--- config.mk ---
export PLATFORM = sky130hd
export DESIGN_NAME = mii_rx_ctrl_parser
export DESIGN_NICKNAME = d
export VERILOG_FILES = /design/src/rtl/mii_rx_ctrl_parser_pkg.sv /design/src/rtl/CRC_Module.sv /design/src/rtl/mii_rx_ctrl_parser.sv
export SDC_FILE = /design/constraint.sdc
export NUM_CORES = 1
export LEC_CHECK = 0
export CAP_MARGIN = 25
export CORE_MARGIN = 2
export CORE_UTILIZATION = 35
export CTS_CLUSTER_DIAMETER = 50
export DETAILED_ROUTE_END_ITERATION = 12
export SLEW_MARGIN = 20
export SYNTH_ARGS = -nofsm -noshare
export SYNTH_HDL_FRONTEND = slang
export SYNTH_SLANG_ARGS = --single-unit
--- constraint.sdc ---
create_clock -name phy_rxclk -period 4.9 [get_ports phy_rxclk]
set_input_delay 0.98 -clock phy_rxclk [delete_from_list [all_inputs] [get_ports phy_rxclk]]
set_output_delay 0.98 -clock phy_rxclk [all_outputs]
set_load 0.02 [all_outputs]
--- src/rtl/mii_rx_ctrl_parser_pkg.sv ---
// rtl/mii_rx_ctrl_parser_pkg.sv - shared constants and types for the MII receive control parser
package mii_rx_ctrl_parser_pkg;

  // Frame-ID width shared with the transmit framer
  localparam int FID_LEN = 8;

  // Addresses and preamble symbols shared with the transmit framer
  localparam logic [47:0] NODE_MAC     = 48'h0010_A47B_EA80;
  localparam logic [47:0] BCAST_MAC    = 48'hFFFF_FFFF_FFFF;
  localparam logic [3:0]  PREAMBLE_NIB = 4'h5;
  localparam logic [3:0]  SFD_NIB      = 4'hD;

  // Control frame EtherType and command codes
  localparam logic [15:0] CTRL_ETYPE = 16'h88B5;
  localparam logic [7:0]  CMD_STOP   = 8'h00;
  localparam logic [7:0]  CMD_START  = 8'h01;

  // CRC-32: reflected polynomial and the good-frame residue in normal bit order
  localparam logic [31:0] CRC_POLY_REFL = 32'hEDB8_8320;
  localparam logic [31:0] CRC_RESIDUE   = 32'hC704_DD7B;

  // Legal frame length in nibbles, DA through FCS (64..1518 bytes)
  localparam logic [11:0] MIN_NIBS = 12'd128;
  localparam logic [11:0] MAX_NIBS = 12'd3036;

  typedef enum logic [2:0] {
    S_IDLE,
    S_PRE,
    S_HDR,
    S_PAY,
    S_CHK,
    S_DROP,
    S_DROP_SILENT
  } state_t;

  // The CRC register shifts right, so its residue is the bit-mirror of the textbook value
  function automatic logic [31:0] bit_rev32(input logic [31:0] v);
    logic [31:0] r;
    for (int i = 0; i < 32; i++) r[i] = v[31-i];
    return r;
  endfunction

endpackage

--- src/rtl/CRC_Module.sv ---
// rtl/CRC_Module.sv - nibble-serial Ethernet CRC-32, least-significant bit first
module CRC_Module
  import mii_rx_ctrl_parser_pkg::*;
(
  input  logic        Clk,
  input  logic        Reset,
  input  logic        init,
  input  logic        enable,
  input  logic [3:0]  data,
  output logic [31:0] crc
);

  logic [31:0] crc_next;

  // Fold four data bits into the reflected CRC, bit 0 of the nibble first
  always_comb begin
    crc_next = crc;
    for (int i = 0; i < 4; i++) begin
      if (crc_next[0] ^ data[i]) crc_next = (crc_next >> 1) ^ CRC_POLY_REFL;
      else                       crc_next = crc_next >> 1;
    end
  end

  // CRC register: init preloads all-ones, enable advances one nibble
  always_ff @(posedge Clk or posedge Reset) begin
    if (Reset)       crc <= '1;
    else if (init)   crc <= '1;
    else if (enable) crc <= crc_next;
  end

endmodule

--- src/rtl/mii_rx_ctrl_parser.sv ---
// rtl/mii_rx_ctrl_parser.sv - MII receive parser committing start/frameid from good control frames
module mii_rx_ctrl_parser
  import mii_rx_ctrl_parser_pkg::*;
#(
  parameter int          FRAMEID_LEN = FID_LEN,
  parameter logic [47:0] MAC_ADDR    = NODE_MAC,
  parameter logic [15:0] CTRL_TYPE   = CTRL_ETYPE
) (
  input  logic                   phy_rxclk,
  input  logic                   reset_n,
  input  logic [3:0]             phy_rxd,
  input  logic                   phy_rxdv,
  input  logic                   phy_rxer,
  output logic                   start,
  output logic [FRAMEID_LEN-1:0] frameid,
  output logic                   frame_ok,
  output logic                   frame_err,
  output logic [7:0]             err_cnt
);

  localparam int FID_BYTES = (FRAMEID_LEN + 7) / 8;

  state_t state, state_next;
  logic [11:0] nib_cnt;
  logic [3:0]  lo_nib;
  logic [7:0]  type_hi, cmd;
  logic [8*FID_BYTES-1:0] shadow;
  logic        da_mac, da_bc, fault, armed;
  logic [31:0] crc;
  logic        crc_init, crc_en, commit, reject;
  logic        in_frame, byte_done, da_mac_now, da_bc_now, good;
  logic [7:0]  rx_byte;
  logic [10:0] byte_idx;

  function automatic logic [7:0] addr_byte(input logic [47:0] a, input logic [2:0] k);
    case (k)
      3'd0:    return a[47:40];
      3'd1:    return a[39:32];
      3'd2:    return a[31:24];
      3'd3:    return a[23:16];
      3'd4:    return a[15:8];
      default: return a[7:0];
    endcase
  endfunction

  assign in_frame   = (state == S_HDR || state == S_PAY) && phy_rxdv;
  assign byte_done  = in_frame && nib_cnt[0];
  assign rx_byte    = {phy_rxd, lo_nib};
  assign byte_idx   = nib_cnt[11:1];
  assign da_mac_now = da_mac && (rx_byte == addr_byte(MAC_ADDR, byte_idx[2:0]));
  assign da_bc_now  = da_bc && (rx_byte == 8'hFF);
  assign good       = (bit_rev32(crc) == CRC_RESIDUE) && !nib_cnt[0] &&
                      (nib_cnt >= MIN_NIBS) && (nib_cnt <= MAX_NIBS) && !fault &&
                      (cmd == CMD_START || cmd == CMD_STOP);

  CRC_Module u_crc (
    .Clk    (phy_rxclk),
    .Reset  (~reset_n),
    .init   (crc_init),
    .enable (crc_en),
    .data   (phy_rxd),
    .crc    (crc)
  );

  // State register
  always_ff @(posedge phy_rxclk or negedge reset_n) begin
    if (!reset_n) state <= S_IDLE;
    else          state <= state_next;
  end

  // Next state, CRC control and commit/reject decisions
  always_comb begin
    state_next = state;
    crc_init   = 1'b0;
    crc_en     = 1'b0;
    commit     = 1'b0;
    reject     = 1'b0;
    case (state)
      S_IDLE: if (phy_rxdv && armed) state_next = S_PRE;
      S_PRE: begin
        crc_init = 1'b1;
        if (!phy_rxdv)                   state_next = S_IDLE;
        else if (phy_rxd == SFD_NIB)      state_next = S_HDR;
        else if (phy_rxd != PREAMBLE_NIB) state_next = S_DROP;
      end
      S_HDR, S_PAY: begin
        crc_en = phy_rxdv;
        if (!phy_rxdv)              state_next = S_CHK;
        else if (nib_cnt >= MAX_NIBS) state_next = S_DROP;
        else if (state == S_HDR && byte_done) begin
          if (byte_idx == 11'd5 && !(da_mac_now || da_bc_now))        state_next = S_DROP_SILENT;
          else if (byte_idx == 11'd13 && {type_hi, rx_byte} != CTRL_TYPE) state_next = S_DROP_SILENT;
          else if (byte_idx == 11'd13)                               state_next = S_PAY;
        end
      end
      S_CHK: begin
        state_next = S_IDLE;
        commit     = good;
        reject     = !good;
      end
      S_DROP:        if (!phy_rxdv) state_next = S_CHK;
      S_DROP_SILENT: if (!phy_rxdv) state_next = S_IDLE;
      default:       state_next = S_IDLE;
    endcase
  end

  // Byte assembly, header match flags, command/frame-ID shadow and sticky fault
  always_ff @(posedge phy_rxclk or negedge reset_n) begin
    if (!reset_n) begin
      nib_cnt <= '0;
      lo_nib  <= '0;
      type_hi <= '0;
      cmd     <= '0;
      shadow  <= '0;
      da_mac  <= 1'b0;
      da_bc   <= 1'b0;
      fault   <= 1'b0;
      armed   <= 1'b0;
    end else begin
      if (!phy_rxdv) armed <= 1'b1;
      if (state == S_PRE) begin
        nib_cnt <= '0;
        da_mac  <= 1'b1;
        da_bc   <= 1'b1;
        fault   <= 1'b0;
      end else if (in_frame) begin
        nib_cnt <= nib_cnt + 12'd1;
        if (phy_rxer) fault <= 1'b1;
        if (!nib_cnt[0]) begin
          lo_nib <= phy_rxd;
        end else begin
          if (byte_idx < 11'd6) begin
            da_mac <= da_mac_now;
            da_bc  <= da_bc_now;
          end
          if (byte_idx == 11'd12) type_hi <= rx_byte;
          if (byte_idx == 11'd14) cmd <= rx_byte;
          for (int j = 0; j < FID_BYTES; j++)
            if (byte_idx == 11'(15 + j)) shadow[8*j +: 8] <= rx_byte;
        end
      end else if (state == S_DROP) begin
        fault <= 1'b1;
      end
    end
  end

  // Committed outputs, status pulses and saturating error counter
  always_ff @(posedge phy_rxclk or negedge reset_n) begin
    if (!reset_n) begin
      start     <= 1'b0;
      frameid   <= '0;
      frame_ok  <= 1'b0;
      frame_err <= 1'b0;
      err_cnt   <= '0;
    end else begin
      frame_ok  <= commit;
      frame_err <= reject;
      if (commit) begin
        start   <= cmd[0];
        frameid <= shadow[FRAMEID_LEN-1:0];
      end
      if (reject && err_cnt != 8'hFF) err_cnt <= err_cnt + 8'd1;
    end
  end

endmodule

==> results.yml <==
run_status:
  status: "complete, no violations"
timing:
  fmax_ghz: 0.296
  grt_setup_unrepaired: "false"
  setup_viol: 0
  fin_setup_tns_ns: 0
  period_needed_ns: 3.38
  period_share_pct: 69.0
  fin_worst_skew_ns: 0.0108
  maxSlewViolCount: 0
  fin_hold_ws_ns: 0.480
  finalHoldViolCount: 0
  layout_setup_ws_ns: 1.52
  tightest_slew_ns: 0.670
  slew_headroom_pct: 55.1
die:
  num_rows: 43
  fp.dieArea_sq_um: 15100
  core_area_sq_um: 13800
  die_h_um: 123
  pin_count: 27
  die_w_um: 123
  start_util_pct: 35.7
power:
  p_per_area_nw_per_um2: 371
  pwr-share-comb_pct: 20.9
  power_mw: 2.10
  internal-power_mw: 1.42
  seqPwrFrac_pct: 46.4
  p_sw_mw: 0.675
  switching_share_pct: 32.2
  ir_drop_mv: 0.175
  clkPwrFrac_pct: 32.7
  p_leak_nw: 2.25
detailed_routing:
  drt_pass1_iterations: 4
  drt-initial-drc-count: 285
  drtAntennaViolNets: 0
  drc_errors: 0
  avgRoutedWirePerCell_um: 16.0
  via_per_inst: 5.25
  vias: 3442
  drt_wl_total_mm: 10.5
yosys:
  synth_cell_type_count: 60
  ys_seq_area_share_pct: 50.5
  syn_inst: 452
  synth-edff-count: 0
  ys.flop_type: "dfrtp_1"
  ys_async_sr_fraction_pct: 100
  syn-num-nets: 463
  syn_area_sq_um: 4940
  avgSynthCellArea_sq_um: 10.9
  synth-warning-count: 0
  ys_ff_latch: 98
job:
  drv_cap: 0
clock_tree:
  post_cts_buffers: 0
  ctsHoldBuffers: 0
  clock_latency_ns: 0.35
  htreeDepth: 3
  cts.sinks: 98
  cts_tree: "yes"
  clkSlewWorstSetupHoldPaths_ns: 0.07
  cts_resized: 0
  cts_root_buf: "clkbuf_16"
  cts.path.max_buffers: 2
  cts_inserted_buffers: 9
critical_path:
  reg2reg_slack_ns: 2.19
  crit_arrival_ns: 3.65
  r2r_start: "state[2]"
  start_kind: "input pin"
  reg2reg_to: "nib_cnt[11]"
  crit_required_ns: 5.17
  worst-r2r-cell-count: 7
  critPathKind: "input pin to flop"
  cp_max_fo: 34
  critPathCaptureType: "flop"
cells_and_area:
  area_growth_pct: 14.4
  drive_above_1_share_pct: 23.1
  final_nets: 482
  n_antenna_cell: 0
placement:
  post-place-ws_ns: 1.16
  place.gp.congestion: 0.816
  io_buffers: 26
  dp_hpwl_mm: 7.13
global_routing:
  antenna_found_initial: 0
  grt_pass1_wl_mm: 18.0
  grt_max_degree: 75
  grt-ovfl-total: 0
  grt_usage_pct: 15.3
  grt_pass1_vias: 3524
min_path:
  hp-class: "flop to flop"
  min_to: "armed"
  hold_depth: 1
  worstHoldStart: "armed"
==> worst max-delay path, stage by stage <==
cell             delay, ns
clkdlybuf4s50_1       0.67
and3_1                0.35
buf_4                 0.32
or2_2                 0.59
nand3_1               0.23
or3_1                 0.35
a21oi_1               0.15
==> per-stage QoR <==
| step | utilization (%) | instances | cell area (sq um) |
|---|---|---|---|
| detailed placement | 38.6 | 639 | 5340 |
| global placement | 38.6 | 639 | 5340 |
| finish | 40.9 | 656 | 5650 |
| global route | 40.9 | 656 | 5650 |
| CTS | 40.7 | 655 | 5620 |
| floorplan | - | 452 | 4940 |
==> how the worst max path moves through the flow <==
stage	startpoint	end	cells after the start
detailed placement	phy_rxdv	nib_cnt[11]	7
finish	phy_rxdv	nib_cnt[11]	7
global placement	phy_rxdv	nib_cnt[11]	7
global route	phy_rxdv	nib_cnt[11]	7
floorplan	phy_rxd[2]	state[0]	8
CTS	phy_rxdv	nib_cnt[11]	7
==> sequential cells by signal (all words and copies together) (netlist names), 3 cells and up <==
name / flops
nib_cnt: 12
frameid: 8
cmd: 8
u_crc.crc: 32
type_hi: 8
lo_nib: 4
state: 3
err_cnt: 8
shadow: 8
==> cells in the mapped netlist, drive strengths merged (2+ instances only) <==
cell    instances  share of area, %
o31ai           2              0.41
or4             2              0.30
nor4b           4              0.84
nor3            5              0.51
or3             7              0.99
buf            11               1.4
a21oi          34               3.4
nand2b          6              0.76
nand4b          2              0.35
and3            3              0.38
inv            10              0.76
clkbuf         12              0.91
dfrtp          66                33
ha              3              0.76
xnor2          27               5.4
nor4           10               1.9
dfstp          32                17
xor2           25               4.6
mux2           37               8.5
a211oi          4              0.61
nand3b          2              0.30
o22a           10               1.8
nand4          11               1.4
nand3           9              0.91
o21ai          16               1.7
nand2          29               2.2
a31oi           4              0.63
a21o            4              0.63
a211o           3              0.53
nor2           46               3.7
nor3b           2              0.53
and4            2              0.35
==> power groups by stage <==
stage                     clock, mW  sequential, mW  combinational (mW)
after floorplan                   0           0.967               0.313
after global placement            0           0.985               0.429
after detailed placement          0           0.988               0.436
after CTS                     0.703           0.974               0.441
after global routing          0.737           0.987               0.484
final                         0.685           0.973               0.438
==> cells in the final DEF (no fill, tap or decap), types with 3 or more instances in the layout <==
cell	n
a21o_1	3
inv_6	3
or3_1	6
nand3_1	9
nor2_1	44
xnor2_2	4
mux2_2	36
buf_4	5
nor3_1	5
dfrtp_1	66
nand4_1	11
a31oi_1	3
a211o_1	3
a211oi_1	4
ha_1	3
xnor2_1	23
clkdlybuf4s50_1	25
inv_1	9
nor4b_1	3
nor4_1	8
clkbuf_16	9
o22a_1	10
a21oi_1	34
o21ai_0	15
and3_1	3
nand2b_1	6
nand2_1	29
xor2_1	24
dfstp_2	32
==> metal layers <==
layer | part of all wire, % | global-route usage, % | up-vias
li1 | - | - | 1633
met1 | 48 | 20.4 | 1764
met2 | 49 | 25.1 | 37
met3 | 2.4 | 3.02 | 8
met4 | 1.3 | 4.89 | 0
met5 | 0 | 0 | -
==> final cells by class <==
cell class,count,area [sq um]
clock buffers,10,239
clock inverters,6,48.8
fillers,1337,8180
inverters,10,37.5
multi-input cells,321,2290
flip-flops and latches,98,2490
well taps,180,225
repair buffers,31,315
==> logic make-up (layout without fill, tap and decap cells) <==
logic type	count (synthesis)	in the layout	synth area share (%)
multiplexers	38	38	8.72
AO/OA/AOI/OAI	83	83	10.7
AND/OR/NAND/NOR	145	145	16.3
XOR/XNOR	52	52	9.98
buffers and inverters	33	57	3.09
flip-flops	98	98	50.5
adder cells (fa/ha/maj)	3	3	0.760
(Power assumes the default switching activity.)
==> RTL edit, RTL diff (same flow settings) <==
Remove the register `frame_ok`: a continuous assignment takes its place, so the output `frame_ok` follows one clock earlier.
--- a/src/rtl/mii_rx_ctrl_parser.sv
+++ b/src/rtl/mii_rx_ctrl_parser.sv
@@ -149,11 +149,9 @@
     if (!reset_n) begin
       start     <= 1'b0;
       frameid   <= '0;
-      frame_ok  <= 1'b0;
       frame_err <= 1'b0;
       err_cnt   <= '0;
     end else begin
-      frame_ok  <= commit;
       frame_err <= reject;
       if (commit) begin
         start   <= cmd[0];
@@ -163,5 +161,7 @@
     end
   end
 
+  assign frame_ok = commit;
+
 endmodule
 
Formal check against the unedited RTL: same outputs for any inputs over 10 cycles, from zero or initial values and one cycle with reset_n low; that may be too few to reach the edited logic, so the function may still have changed.
==> RTL edit against the unedited design <==
- area after synthesis is 0.51% lower
- total power is 6.0% higher
- worst setup slack got worse by 0.46 ns
- sequential cell count shrank 1
- design area is essentially flat
- routed wire length up 2.3%
- critical path type is now reg -> out
- clock power rose by 20%
- largest cell class unchanged
- first-iteration DRC count down 16%
==> RTL edit: results (changes against the unedited design) <==
stage,metric,value,unit,change
run_status,run_status,completed,,
cts,postCtsSetupRepairBufs,0,,unchanged
logic_synthesis,ys_top_cells_by_area,"dfrtp_1 (33%), dfstp_2 (17%), mux2_2 (8.3%)",,
route,drt_first_iter_violations,238,,-16%
placed_design,gp_congestion,0.841,,+3.1%
logic_synthesis,synthTopCellsByCount,"dfrtp_1 (65), nor2_1 (44), mux2_2 (36)",,
grt,gr-usage-all-layers,15.6,%,+0.29 points
placed_design,dpl_worst_slack,1.29,ns,+0.136 ns
route,route.final.wire_length,10.7,mm,+2.3%
setup_path,timing.rr.start,state[1],,
placed_design,place_area,5310,sq um,-0.47%
grt,grt_pass1_wl,18.1,mm,+0.38%
cts,hold_buffer_count_at_cts,0,,unchanged
placed_design,placed_instances,638,,-0.16%
final_layout,antennaDiodeCount,0,,unchanged
logic_synthesis,synth.yosys.seq_area_share,50.2,%,-0.25 points
timing,fin_skew,0.00657,ns,-0.00420 ns
final_layout,fillerInstances,1345,,+0.60%
setup_path,crit_arrival,2.86,ns,-0.79 ns
timing,slew_headroom,42.3,%,-13 points
pwr,leakage,2.25,nW,-0.21%
logic_synthesis,synthAdderAreaFrac,0.764,%,+0.0039 points
setup_path,crit_fanout,10,,-71%
placed_design,dp.final_hpwl,7.33,mm,+2.8%
cts,insertion_delay,0.35,ns,about the same
logic_synthesis,postSynthCellCount,451,,-0.22%
logic_synthesis,xor_xnor_share_of_the_synthesized_area,10.0,%,+0.051 points
setup_path,setup.worst_path.start,nib_cnt[0],,
route,ratio_of_routed_vias_to_standard_cells,5.27,,+0.39%
pwr,power.ir.vdd_worst,236,uV,+35%
logic_synthesis,synth_cell_types,60,,unchanged
logic_synthesis,synth_mux_area_share,8.76,%,+0.044 points
grt,grt_start_max_net_pins,69,,-8.0%
logic_synthesis,synth.most_common_cell,dfrtp_1,,
final_layout,post_layout_net_count,480,,-0.41%
final_layout,fraction_of_layout_cells_with_a_size_suffix_above_1,22.8,%,-0.32 points
final_layout,stdcell_count,654,,-0.30%
grt,first_global_vias,3451,,-2.1%
logic_synthesis,compound_gate_fraction_of_synth_area,10.8,%,+0.055 points
logic_synthesis,syn-num-nets,462,,-0.22%
final_layout,ff_latch_area,2470,sq um,-1.0%
cts,clk_pin_slew_worst_paths,0.07,ns,about the same
cts,ctsHtreeMaxLevel,3,,unchanged
## RTL edit: cell count changes after synthesis, sizes merged
cell | before | now
dfrtp | 66 | 65
## RTL edit: per-layer routing
metal	GRT usage, %	routed length [um]
met2	24.3	5270
met4	7.11	189
met3	3.07	263
met1	21.1	5020
met5	0	0
## RTL edit: report_power, final
part,total [mW],switching [mW],internal [mW]
sequential,0.967,0.0986,0.869
combinational,0.435,0.257,0.178
clock,0.820,0.308,0.512
## RTL edit: area by class of cell
type | count | share of cell area (%)
sequential | 97 | 43.6
multi-input combinational | 321 | 40.5
timing repair buffer | 30 | 5.09
clock buffer | 11 | 4.29
tap | 180 | 3.98
clock inverter | 5 | 1.81
inverter | 10 | 0.664
## RTL edit: final timing paths
path / depth (start not counted) / to / slack [ns]
hold / removal: 1 / armed / 0.48
max in group asynchronous: 2 / u_crc.crc[18] / 3.17
setup reg to reg: 6 / cmd[7] / 2.30
hold reg to reg: 1 / armed / 0.48
setup / recovery: 6 / frame_ok / 1.06
min in group asynchronous: 1 / nib_cnt[10] / 0.75
## RTL edit: cell families after synthesis
kind of cell	after synthesis
simple gates	145
flops	97
compound gates	83
xor+xnor	52
mux	38
buf+inv	33
fa+ha+maj	3
## RTL edit: critical path: cells and delay by family, from the launching register on
kind,cells,cell delay [ns]
buffers and inverters,1,0.67
AND/OR/NAND/NOR,5,1.34
flip-flops,1,0.49
